<file path="config.mk">
export PLATFORM = sky130hd
export DESIGN_NAME = lcd_fill_sequencer_flat
export DESIGN_NICKNAME = d
export VERILOG_FILES = /design/src/rtl/lcd_fill_sequencer_pkg.sv /design/src/rtl/lcd_fill_sequencer_if.sv /design/src/rtl/lcd_fill_sequencer.sv /design/src/flat_wrapper.sv
export SDC_FILE = /design/constraint.sdc
export NUM_CORES = 1
export LEC_CHECK = 0
export ABC_AREA = 1
export BUFFER_PORTS_ARGS = -buffer_cell sky130_fd_sc_hd__buf_4
export CORE_UTILIZATION = 60
export DETAILED_ROUTE_END_ITERATION = 16
export GPL_TIMING_DRIVEN = 0
export HOLD_SLACK_MARGIN = 0.05
export PLACE_DENSITY = 0.81
export RECOVER_POWER = 25
export SYNTH_ARGS = -nofsm -noshare
export SYNTH_HDL_FRONTEND = slang
export SYNTH_SLANG_ARGS = --single-unit
</file>
<file path="constraint.sdc">
create_clock -name clk -period 8.1 [get_ports clk]
set_clock_uncertainty 0.05 [all_clocks]
set_input_delay 0 -clock clk [delete_from_list [all_inputs] [get_ports clk]]
set_output_delay 0 -clock clk [all_outputs]
set_load 0.03 [all_outputs]
</file>
<file path="src/rtl/lcd_fill_sequencer_pkg.sv">
// Shared constants, DCS opcodes and FSM state type for the ST7789 rectangle
// fill sequencer.
//   Package lcd_pkg: panel geometry (240x135 visible, controller offsets 40/53),
//   DCS opcodes, datapath widths, fill_state_t, and a helper that picks one
//   byte of a {start, end} address pair.
package lcd_pkg;

  localparam int unsigned PANEL_W     = 240;
  localparam int unsigned PANEL_H     = 135;
  localparam int unsigned PANEL_X_OFF = 40;
  localparam int unsigned PANEL_Y_OFF = 53;

  localparam int unsigned COORD_W = 8;
  localparam int unsigned COLOR_W = 16;
  localparam int unsigned ADDR_W  = 16;
  localparam int unsigned BYTE_W  = 8;

  localparam logic [BYTE_W-1:0] DCS_SLPOUT = 8'h11;
  localparam logic [BYTE_W-1:0] DCS_CASET  = 8'h2A;
  localparam logic [BYTE_W-1:0] DCS_RASET  = 8'h2B;
  localparam logic [BYTE_W-1:0] DCS_RAMWR  = 8'h2C;

  typedef enum logic [2:0] {
    ST_IDLE,
    ST_CASET_CMD,
    ST_CASET_DAT,
    ST_RASET_CMD,
    ST_RASET_DAT,
    ST_RAMWR_CMD,
    ST_PIXEL
  } fill_state_t;

  // Byte idx of the 4-byte CASET/RASET payload: start hi, start lo, end hi, end lo.
  function automatic logic [BYTE_W-1:0] addr_byte(input logic [ADDR_W-1:0] s,
                                                  input logic [ADDR_W-1:0] e,
                                                  input logic [1:0]        idx);
    logic [BYTE_W-1:0] b;
    case (idx)
      2'd0:    b = s[15:8];
      2'd1:    b = s[7:0];
      2'd2:    b = e[15:8];
      default: b = e[7:0];
    endcase
    return b;
  endfunction

endpackage

</file>
<file path="src/rtl/lcd_fill_sequencer_if.sv">
// Request and byte-stream bus between drawing logic, the fill sequencer and
// the SPI byte transmitter.
//   req_*  : rectangle request (valid/ready) with inclusive corners and colour
//   tx_*   : byte stream toward the transmitter (valid/ready), dc and last flags
//   master : drawing logic / transmitter side; slave : the fill sequencer
interface lcd_fill_sequencer_if;
  import lcd_pkg::*;

  logic                 req_valid;
  logic                 req_ready;
  logic [COORD_W-1:0]   req_x0;
  logic [COORD_W-1:0]   req_x1;
  logic [COORD_W-1:0]   req_y0;
  logic [COORD_W-1:0]   req_y1;
  logic [COLOR_W-1:0]   req_color;

  logic                 tx_valid;
  logic                 tx_ready;
  logic [BYTE_W-1:0]    tx_byte;
  logic                 tx_dc;
  logic                 tx_last;

  modport master (
    output req_valid, req_x0, req_x1, req_y0, req_y1, req_color, tx_ready,
    input  req_ready, tx_valid, tx_byte, tx_dc, tx_last
  );

  modport slave (
    input  req_valid, req_x0, req_x1, req_y0, req_y1, req_color, tx_ready,
    output req_ready, tx_valid, tx_byte, tx_dc, tx_last
  );

endinterface

</file>
<file path="src/rtl/lcd_fill_sequencer.sv">
// Solid-colour rectangle fill for the ST7789 panel: accepts one request at a
// time and emits CASET, RASET, RAMWR and the RGB565 pixel stream as bytes.
//   clk, resetn : clock, asynchronous active-low reset
//   lcd_ready   : panel init done; gates request acceptance only
//   bus         : request and tx byte-stream handshakes (slave modport)
//   busy        : accepted request in flight
//   done        : one-cycle pulse after the final byte handshake
//   err         : one-cycle pulse on a rejected request
module lcd_fill_sequencer
  import lcd_pkg::*;
#(
  parameter int unsigned WIDTH  = PANEL_W,
  parameter int unsigned HEIGHT = PANEL_H,
  parameter int unsigned X_OFF  = PANEL_X_OFF,
  parameter int unsigned Y_OFF  = PANEL_Y_OFF
) (
  input  logic                 clk,
  input  logic                 resetn,
  input  logic                 lcd_ready,
  lcd_fill_sequencer_if.slave  bus,
  output logic                 busy,
  output logic                 done,
  output logic                 err
);

  fill_state_t          state_q, state_d;
  logic [1:0]           idx_q, idx_d;
  logic                 phase_q, phase_d;
  logic [COORD_W-1:0]   col_q, col_d;
  logic [COORD_W-1:0]   row_q, row_d;
  logic [COORD_W-1:0]   x0_q, x1_q, y0_q, y1_q;
  logic [COLOR_W-1:0]   color_q;

  logic                 tx_valid_q, tx_valid_d;
  logic [BYTE_W-1:0]    tx_byte_q, tx_byte_d;
  logic                 tx_dc_q, tx_dc_d;
  logic                 tx_last_q, tx_last_d;
  logic                 busy_q, busy_d;
  logic                 done_q, done_d;
  logic                 err_q, err_d;

  logic                 req_ready_c;
  logic                 req_fire_c;
  logic                 req_ok_c;
  logic                 tx_fire_c;
  logic                 pix_last_c;
  logic                 pix_last_next_c;
  logic [COORD_W-1:0]   col_span_c;
  logic [COORD_W-1:0]   row_span_c;
  logic [ADDR_W-1:0]    xs_c, xe_c, ys_c, ye_c;

  assign req_ready_c = (state_q == ST_IDLE) && lcd_ready;
  assign req_fire_c  = bus.req_valid && req_ready_c;
  assign req_ok_c    = (bus.req_x0 <= bus.req_x1) && (bus.req_y0 <= bus.req_y1) &&
                       (32'(bus.req_x1) < WIDTH) && (32'(bus.req_y1) < HEIGHT);
  assign tx_fire_c   = tx_valid_q && bus.tx_ready;

  // Counters run 0..span so no pixel-count multiply is needed.
  assign col_span_c      = COORD_W'(x1_q - x0_q);
  assign row_span_c      = COORD_W'(y1_q - y0_q);
  assign pix_last_c      = (col_q == col_span_c) && (row_q == row_span_c);
  assign pix_last_next_c = (col_d == col_span_c) && (row_d == row_span_c);

  assign xs_c = ADDR_W'(x0_q) + ADDR_W'(X_OFF);
  assign xe_c = ADDR_W'(x1_q) + ADDR_W'(X_OFF);
  assign ys_c = ADDR_W'(y0_q) + ADDR_W'(Y_OFF);
  assign ye_c = ADDR_W'(y1_q) + ADDR_W'(Y_OFF);

  // State, counter, request and output registers.
  always_ff @(posedge clk or negedge resetn) begin
    if (!resetn) begin
      state_q    <= ST_IDLE;
      idx_q      <= 2'd0;
      phase_q    <= 1'b0;
      col_q      <= '0;
      row_q      <= '0;
      x0_q       <= '0;
      x1_q       <= '0;
      y0_q       <= '0;
      y1_q       <= '0;
      color_q    <= '0;
      tx_valid_q <= 1'b0;
      tx_byte_q  <= '0;
      tx_dc_q    <= 1'b0;
      tx_last_q  <= 1'b0;
      busy_q     <= 1'b0;
      done_q     <= 1'b0;
      err_q      <= 1'b0;
    end else begin
      state_q    <= state_d;
      idx_q      <= idx_d;
      phase_q    <= phase_d;
      col_q      <= col_d;
      row_q      <= row_d;
      if (req_fire_c) begin
        x0_q    <= bus.req_x0;
        x1_q    <= bus.req_x1;
        y0_q    <= bus.req_y0;
        y1_q    <= bus.req_y1;
        color_q <= bus.req_color;
      end
      tx_valid_q <= tx_valid_d;
      tx_byte_q  <= tx_byte_d;
      tx_dc_q    <= tx_dc_d;
      tx_last_q  <= tx_last_d;
      busy_q     <= busy_d;
      done_q     <= done_d;
      err_q      <= err_d;
    end
  end

  // Next state: advance one byte position per tx handshake.
  always_comb begin
    state_d = state_q;
    idx_d   = idx_q;
    phase_d = phase_q;
    col_d   = col_q;
    row_d   = row_q;
    case (state_q)
      ST_IDLE: begin
        if (req_fire_c && req_ok_c) state_d = ST_CASET_CMD;
      end
      ST_CASET_CMD: begin
        if (tx_fire_c) begin
          state_d = ST_CASET_DAT;
          idx_d   = 2'd0;
        end
      end
      ST_CASET_DAT: begin
        if (tx_fire_c) begin
          if (idx_q == 2'd3) begin
            state_d = ST_RASET_CMD;
            idx_d   = 2'd0;
          end else begin
            idx_d = 2'(idx_q + 2'd1);
          end
        end
      end
      ST_RASET_CMD: begin
        if (tx_fire_c) begin
          state_d = ST_RASET_DAT;
          idx_d   = 2'd0;
        end
      end
      ST_RASET_DAT: begin
        if (tx_fire_c) begin
          if (idx_q == 2'd3) begin
            state_d = ST_RAMWR_CMD;
            idx_d   = 2'd0;
          end else begin
            idx_d = 2'(idx_q + 2'd1);
          end
        end
      end
      ST_RAMWR_CMD: begin
        if (tx_fire_c) begin
          state_d = ST_PIXEL;
          phase_d = 1'b0;
          col_d   = '0;
          row_d   = '0;
        end
      end
      ST_PIXEL: begin
        if (tx_fire_c) begin
          if (!phase_q) begin
            phase_d = 1'b1;
          end else if (pix_last_c) begin
            state_d = ST_IDLE;
            phase_d = 1'b0;
          end else begin
            phase_d = 1'b0;
            if (col_q == col_span_c) begin
              col_d = '0;
              row_d = COORD_W'(row_q + COORD_W'(1));
            end else begin
              col_d = COORD_W'(col_q + COORD_W'(1));
            end
          end
        end
      end
      default: state_d = ST_IDLE;
    endcase
  end

  // Outputs: load the byte for the next position on accept or handshake, else hold.
  always_comb begin
    tx_valid_d = tx_valid_q;
    tx_byte_d  = tx_byte_q;
    tx_dc_d    = tx_dc_q;
    tx_last_d  = tx_last_q;
    busy_d     = (state_d != ST_IDLE);
    done_d     = (state_q == ST_PIXEL) && (state_d == ST_IDLE);
    err_d      = req_fire_c && !req_ok_c;
    if (state_d == ST_IDLE) begin
      tx_valid_d = 1'b0;
      tx_last_d  = 1'b0;
    end else if ((state_q == ST_IDLE) || tx_fire_c) begin
      tx_valid_d = 1'b1;
      tx_dc_d    = 1'b1;
      tx_last_d  = 1'b0;
      case (state_d)
        ST_CASET_CMD: begin
          tx_byte_d = DCS_CASET;
          tx_dc_d   = 1'b0;
        end
        ST_CASET_DAT: begin
          tx_byte_d = addr_byte(xs_c, xe_c, idx_d);
          tx_last_d = (idx_d == 2'd3);
        end
        ST_RASET_CMD: begin
          tx_byte_d = DCS_RASET;
          tx_dc_d   = 1'b0;
        end
        ST_RASET_DAT: begin
          tx_byte_d = addr_byte(ys_c, ye_c, idx_d);
          tx_last_d = (idx_d == 2'd3);
        end
        ST_RAMWR_CMD: begin
          tx_byte_d = DCS_RAMWR;
          tx_dc_d   = 1'b0;
        end
        ST_PIXEL: begin
          tx_byte_d = phase_d ? color_q[7:0] : color_q[15:8];
          tx_last_d = phase_d && pix_last_next_c;
        end
        default: begin
          tx_byte_d = '0;
        end
      endcase
    end
  end

  assign bus.req_ready = req_ready_c;
  assign bus.tx_valid  = tx_valid_q;
  assign bus.tx_byte   = tx_byte_q;
  assign bus.tx_dc     = tx_dc_q;
  assign bus.tx_last   = tx_last_q;
  assign busy          = busy_q;
  assign done          = done_q;
  assign err           = err_q;

endmodule
</file>
<file path="src/flat_wrapper.sv">
// flat-port wrapper written by rule: the top's interface ports become plain ports
module lcd_fill_sequencer_flat import lcd_pkg::*;
#(
  parameter int unsigned WIDTH  = PANEL_W,
  parameter int unsigned HEIGHT = PANEL_H,
  parameter int unsigned X_OFF  = PANEL_X_OFF,
  parameter int unsigned Y_OFF  = PANEL_Y_OFF
)
  (clk, resetn, lcd_ready, busy, done, err, bus_req_valid, bus_req_x0, bus_req_x1, bus_req_y0, bus_req_y1, bus_req_color, bus_tx_ready, bus_req_ready, bus_tx_valid, bus_tx_byte, bus_tx_dc, bus_tx_last);
  lcd_fill_sequencer_if bus_i ();
  input  logic clk;
  input  logic resetn;
  input  logic lcd_ready;
  output logic busy;
  output logic done;
  output logic err;
  input wire logic [$bits(bus_i.req_valid)-1:0] bus_req_valid;
  input wire logic [$bits(bus_i.req_x0)-1:0] bus_req_x0;
  input wire logic [$bits(bus_i.req_x1)-1:0] bus_req_x1;
  input wire logic [$bits(bus_i.req_y0)-1:0] bus_req_y0;
  input wire logic [$bits(bus_i.req_y1)-1:0] bus_req_y1;
  input wire logic [$bits(bus_i.req_color)-1:0] bus_req_color;
  input wire logic [$bits(bus_i.tx_ready)-1:0] bus_tx_ready;
  output wire logic [$bits(bus_i.req_ready)-1:0] bus_req_ready;
  output wire logic [$bits(bus_i.tx_valid)-1:0] bus_tx_valid;
  output wire logic [$bits(bus_i.tx_byte)-1:0] bus_tx_byte;
  output wire logic [$bits(bus_i.tx_dc)-1:0] bus_tx_dc;
  output wire logic [$bits(bus_i.tx_last)-1:0] bus_tx_last;
  assign bus_i.req_valid = bus_req_valid;
  assign bus_i.req_x0 = bus_req_x0;
  assign bus_i.req_x1 = bus_req_x1;
  assign bus_i.req_y0 = bus_req_y0;
  assign bus_i.req_y1 = bus_req_y1;
  assign bus_i.req_color = bus_req_color;
  assign bus_i.tx_ready = bus_tx_ready;
  assign bus_req_ready = bus_i.req_ready;
  assign bus_tx_valid = bus_i.tx_valid;
  assign bus_tx_byte = bus_i.tx_byte;
  assign bus_tx_dc = bus_i.tx_dc;
  assign bus_tx_last = bus_i.tx_last;
  lcd_fill_sequencer #(.WIDTH(WIDTH), .HEIGHT(HEIGHT), .X_OFF(X_OFF), .Y_OFF(Y_OFF)) u_core (.clk(clk), .resetn(resetn), .lcd_ready(lcd_ready), .bus(bus_i), .busy(busy), .done(done), .err(err));
endmodule
</file>
Word-level counts from Yosys, hierarchy flattened:

Index checks and enable logic that the tools add are counted.

* register bits: 84
* bits of input ports: 53
* output and inout bits: 15
* logic and storage cells: 117

* add/subtract/negate cells: 9
* mux-type cells: 42
* magnitude comparators: 4
* equal/unequal tests: 20
* bitwise operators: 1
* reductions and logical operators: 24

Operators with widths (count)
* $mux 8: 11
* $pmux 8 s3: 2
* $pmux 8 s6: 1
* $add 8x6->9 const B: 4
* $mux 3: 11
* $eq 8x8->1: 4
* $pmux 8 s2: 2
* $pmux 3 s7: 1
* $eq 3x3->1 const B: 6
* $add 8x1->8 const B: 2
* $le 8x8->1: 2
* $lt 8x8->1 const B: 2
* $sub 8x8->8: 2
* $eq 3x2->1 const B: 4
* $logic_and 1x1->1: 12
* $mux 1: 8
* $eq 2x2->1 const B: 3
* $eq 3x1->1 const B: 2
* $logic_not 3->1: 2
* $mux 2: 3
* $reduce_or 2->1: 3
* $pmux 1 s2: 2
* $pmux 2 s2: 1
* $reduce_bool 3->1: 1
* other kinds (9): 9

Logic depth before layout (Yosys ltp):

* word-level depth: 13
* mapped depth: 29

Worst setup path after synthesis:

OpenSTA, ideal clock, no wires.

* path type: reg-to-reg
* start point: register u_core.y1_q[0]
* end point: register u_core.tx_byte_q[2] (netlist: u_core.bus.tx_byte[2])
* setup slack: 5.172 ns
* arrival: 2.755 ns
* cell stages (with the launch flop): 21
* setup time: 0.123 ns
* path through: dfrtp_1 -> inv_1 -> ha_1 -> fa_1 -> inv_1 -> nand2_1 -> nand4_1 -> nor2_1 -> nand3_1 -> nor2_1 -> nand2_1 -> nor2_4 -> nand2_4 -> o21ai_4 -> nand2_4 -> o21ai_4 -> nand4_4 -> nand2_4 -> inv_1 -> o21ai_0 -> nand2_1

* cells in the longest elaborated chain, start to end: 10

RTL lines
* start: declaration: RTL line lcd_fill_sequencer.sv:31 `logic [COORD_W-1:0] x0_q, x1_q, y0_q, y1_q;`
* start signal: assignment: RTL line lcd_fill_sequencer.sv:99 `y1_q <= bus.req_y1;`
* branches (longest 10 deep; another with $sub 8x8->8)
* end signal: assignment: RTL line lcd_fill_sequencer.sv:103 `tx_byte_q <= tx_byte_d;`
* end: declaration: RTL line lcd_fill_sequencer.sv:35 `logic [BYTE_W-1:0] tx_byte_q, tx_byte_d;`

Several ways; the timed one is not identified.
A chain may end at the register's enable or synchronous reset.

==> results.json <==
{
  "crit_path_end_kind": "asynchronous set/reset pin",
  "grt_max_degree": 85,
  "post_synth.cell_area_avg_um2": 6.77,
  "stdcell_area_um2": 7870,
  "rsz0062_at_grt": "false",
  "synth_edf_count": 0,
  "fp-row-count": 37,
  "ys_seq_elements": 84,
  "place_congestion": 0.941,
  "crit_family": "buffers and inverters",
  "start_util_pct": 62.6,
  "cts.clk_slew.worst_paths_ns": 0.09,
  "port_buffers": 67,
  "n_antenna_cell": 0,
  "finalCritPeriodShare_pct": 53.3,
  "syn2layout_area_growth_pct": 20.2,
  "hpwl_mm": 13.5,
  "critPathKind": "input pin to asynchronous set/reset pin",
  "synth-async-reset-ratio_pct": 100,
  "drive_gt1_share_pct": 10.0,
  "cts_resized": 0,
  "final_common_cell": "nand2_1",
  "fill_cells": 814,
  "start_kind": "input pin",
  "clock_sinks": 84,
  "antenna_found_initial": 0,
  "crit_cells": 2,
  "hold_class": "input pin to flip-flop",
  "ant_nets": 0,
  "ys_types": 46,
  "post_cts_buffers": 0,
  "dieWidth_um": 106,
  "die_height_um": 106,
  "hold_viol_final": 0,
  "setup_viol": 0,
  "critPathBufInv": 2,
  "coreArea_um2": 10500,
  "drv_slew": 85,
  "synth_ff_type": "dfrtp_1",
  "p_leak_nw": 4.17,
  "relSlewSlack_pct": -199,
  "nets": 1189,
  "crit_path_cell_trace": "dlygate4sd3_1 -> clkbuf_1",
  "syn_nets": 1062,
  "vias_per_cell": 5.68,
  "syn_inst": 967,
  "regArea_um2": 2100,
  "cts_buffer_depth": 2,
  "ios": 68,
  "grt_pass1_vias": 6582,
  "fmax_mhz": 232,
  "drc": 0,
  "grt_overflow": 0,
  "slowest_stage": "clkbuf_1",
  "die_area_um2": 11300,
  "finalPower_uw": 957,
  "cts_made_buffers": 9,
  "synth_area_um2": 6550,
  "layout_common_cells": "nand2_1, inv_1, nand3_1",
  "wire_per_inst_um": 15.6,
  "dr.pass1.iters": 13,
  "worst_hold_path.num_cells": 4,
  "crit_path_max_fanout": 84,
  "setup_tns_ns": 0,
  "totalWireLength_mm": 19.3,
  "yosysTopAreaCell": "dfrtp_1",
  "yosysWarnings": 0,
  "vias": 7010,
  "status": "complete, but fails checks",
  "cts_tree": "done",
  "grt_use_total_pct": 35.3,
  "ys_seq_area_share_pct": 32.1,
  "cp.arrival_ns": 3.72,
  "reg2reg_depth": 18,
  "ctsHtreeMaxLevel": 3,
  "ctsHoldBuffers": 49,
  "root_buffer": "clkbuf_8",
  "ys_top_cells_by_area": "dfrtp_1, nand2_1, inv_1",
  "tightest_slew_ns": 4.48,
  "power_density_nw_per_um2": 122,
  "synth_top_area_share_pct": 32.1,
  "cp_data_required_time_ns": 7.51,
  "multiInputGateArea_um2": 3840,
  "drv_cap": 1,
  "grt_first_pass_wirelength_mm": 31.1,
  "clk_latency_ns": 0.40,
  "placed_area_um2": 7220,
  "failed_checks": "capacitance limit, slew limit",
  "max_stage_delay_ns": 3.11,
  "ir_drop_mv": 0.122,
  "period_minus_slack_ns": 4.32,
  "drt_iter0_markers": 576
}
==> layer usage <==
metal  global-route usage, %  part of all wire (%)  up-vias
met1                    45.1                    44     3266
met2                    58.8                    47      295
li1                        -                     -     3401
met5                       0                     0        -
met3                    5.58                   5.9       48
met4                    16.2                   3.6        0
==> cells by family (layout without fill, tap and decap cells) <==
kind of cell	count (synthesis)	in the layout	synth area share, %
fa+ha+maj	42	42	8.26
compound gates	142	142	13.0
flops	84	84	32.1
xor+xnor	19	19	2.54
simple gates	524	524	34.9
buf+inv	156	288	9.19
==> cells in the mapped netlist (7+ instances only) <==
library cell  count
nand2_1         328
inv_1           135
nand3_1          90
dfrtp_1          84
o21ai_0          67
nor2_1           49
ha_1             40
a21oi_1          25
nand4_1          15
xor2_1           15
nand2_2          12
o211ai_1         11
clkbuf_1         10
nor3_1            7
o22ai_1           7
==> final cells by class <==
class	count	area share [%]
clock inverter	7	1.19
tap	136	2.16
clock buffer	9	1.57
multi-input combinational	727	48.8
timing repair buffer	116	11.9
buffer	16	0.970
sequential	84	26.7
inverter	140	6.68
==> sequential cells by signal, indices dropped and copies added (netlist names), 2 cells and up <==
signal              cells
u_core.y1_q             8
u_core.y0_q             8
u_core.col_q            8
u_core.state_q          3
u_core.x1_q             8
u_core.bus.tx_byte      8
u_core.x0_q             8
u_core.idx_q            2
u_core.color_q         16
u_core.row_q            8
==> power breakdown <==
part           internal [mW]  leakage, nW  switching, mW
sequential             0.430         1.06         0.0109
clock                  0.151        0.107          0.184
combinational         0.0799         3.00          0.102
==> metrics by stage <==
step                setup slack, ns  hold WS [ns]  cells  utilization, %
finish                         3.78         0.103   1235            75.2
global route                   2.86         0.145   1235            75.2
CTS                            4.53         0.103   1235            75.8
detailed placement             4.55         0.152   1170            69.0
global placement               4.61         0.147   1170            69.0
floorplan                      5.17        -0.346    967               -
==> path summary, 6_finish.rpt <==
| check | slack (ns) | endpoint | start |
|---|---|---|---|
| min | 0.10 | u_core.y1_q[2] | bus_req_valid |
| min reg2reg | 0.44 | u_core.bus.tx_byte[1] | u_core.bus.tx_byte[1] |
| min in group asynchronous | 1.67 | u_core.row_q[0] | resetn |
| max reg2reg | 4.45 | u_core.bus.tx_byte[2] | u_core.y1_q[0] |
| max in group clk | 4.45 | u_core.bus.tx_byte[2] | u_core.y1_q[0] |
| max | 3.78 | u_core.y0_q[7] | resetn |
(Power assumes the default switching activity.)
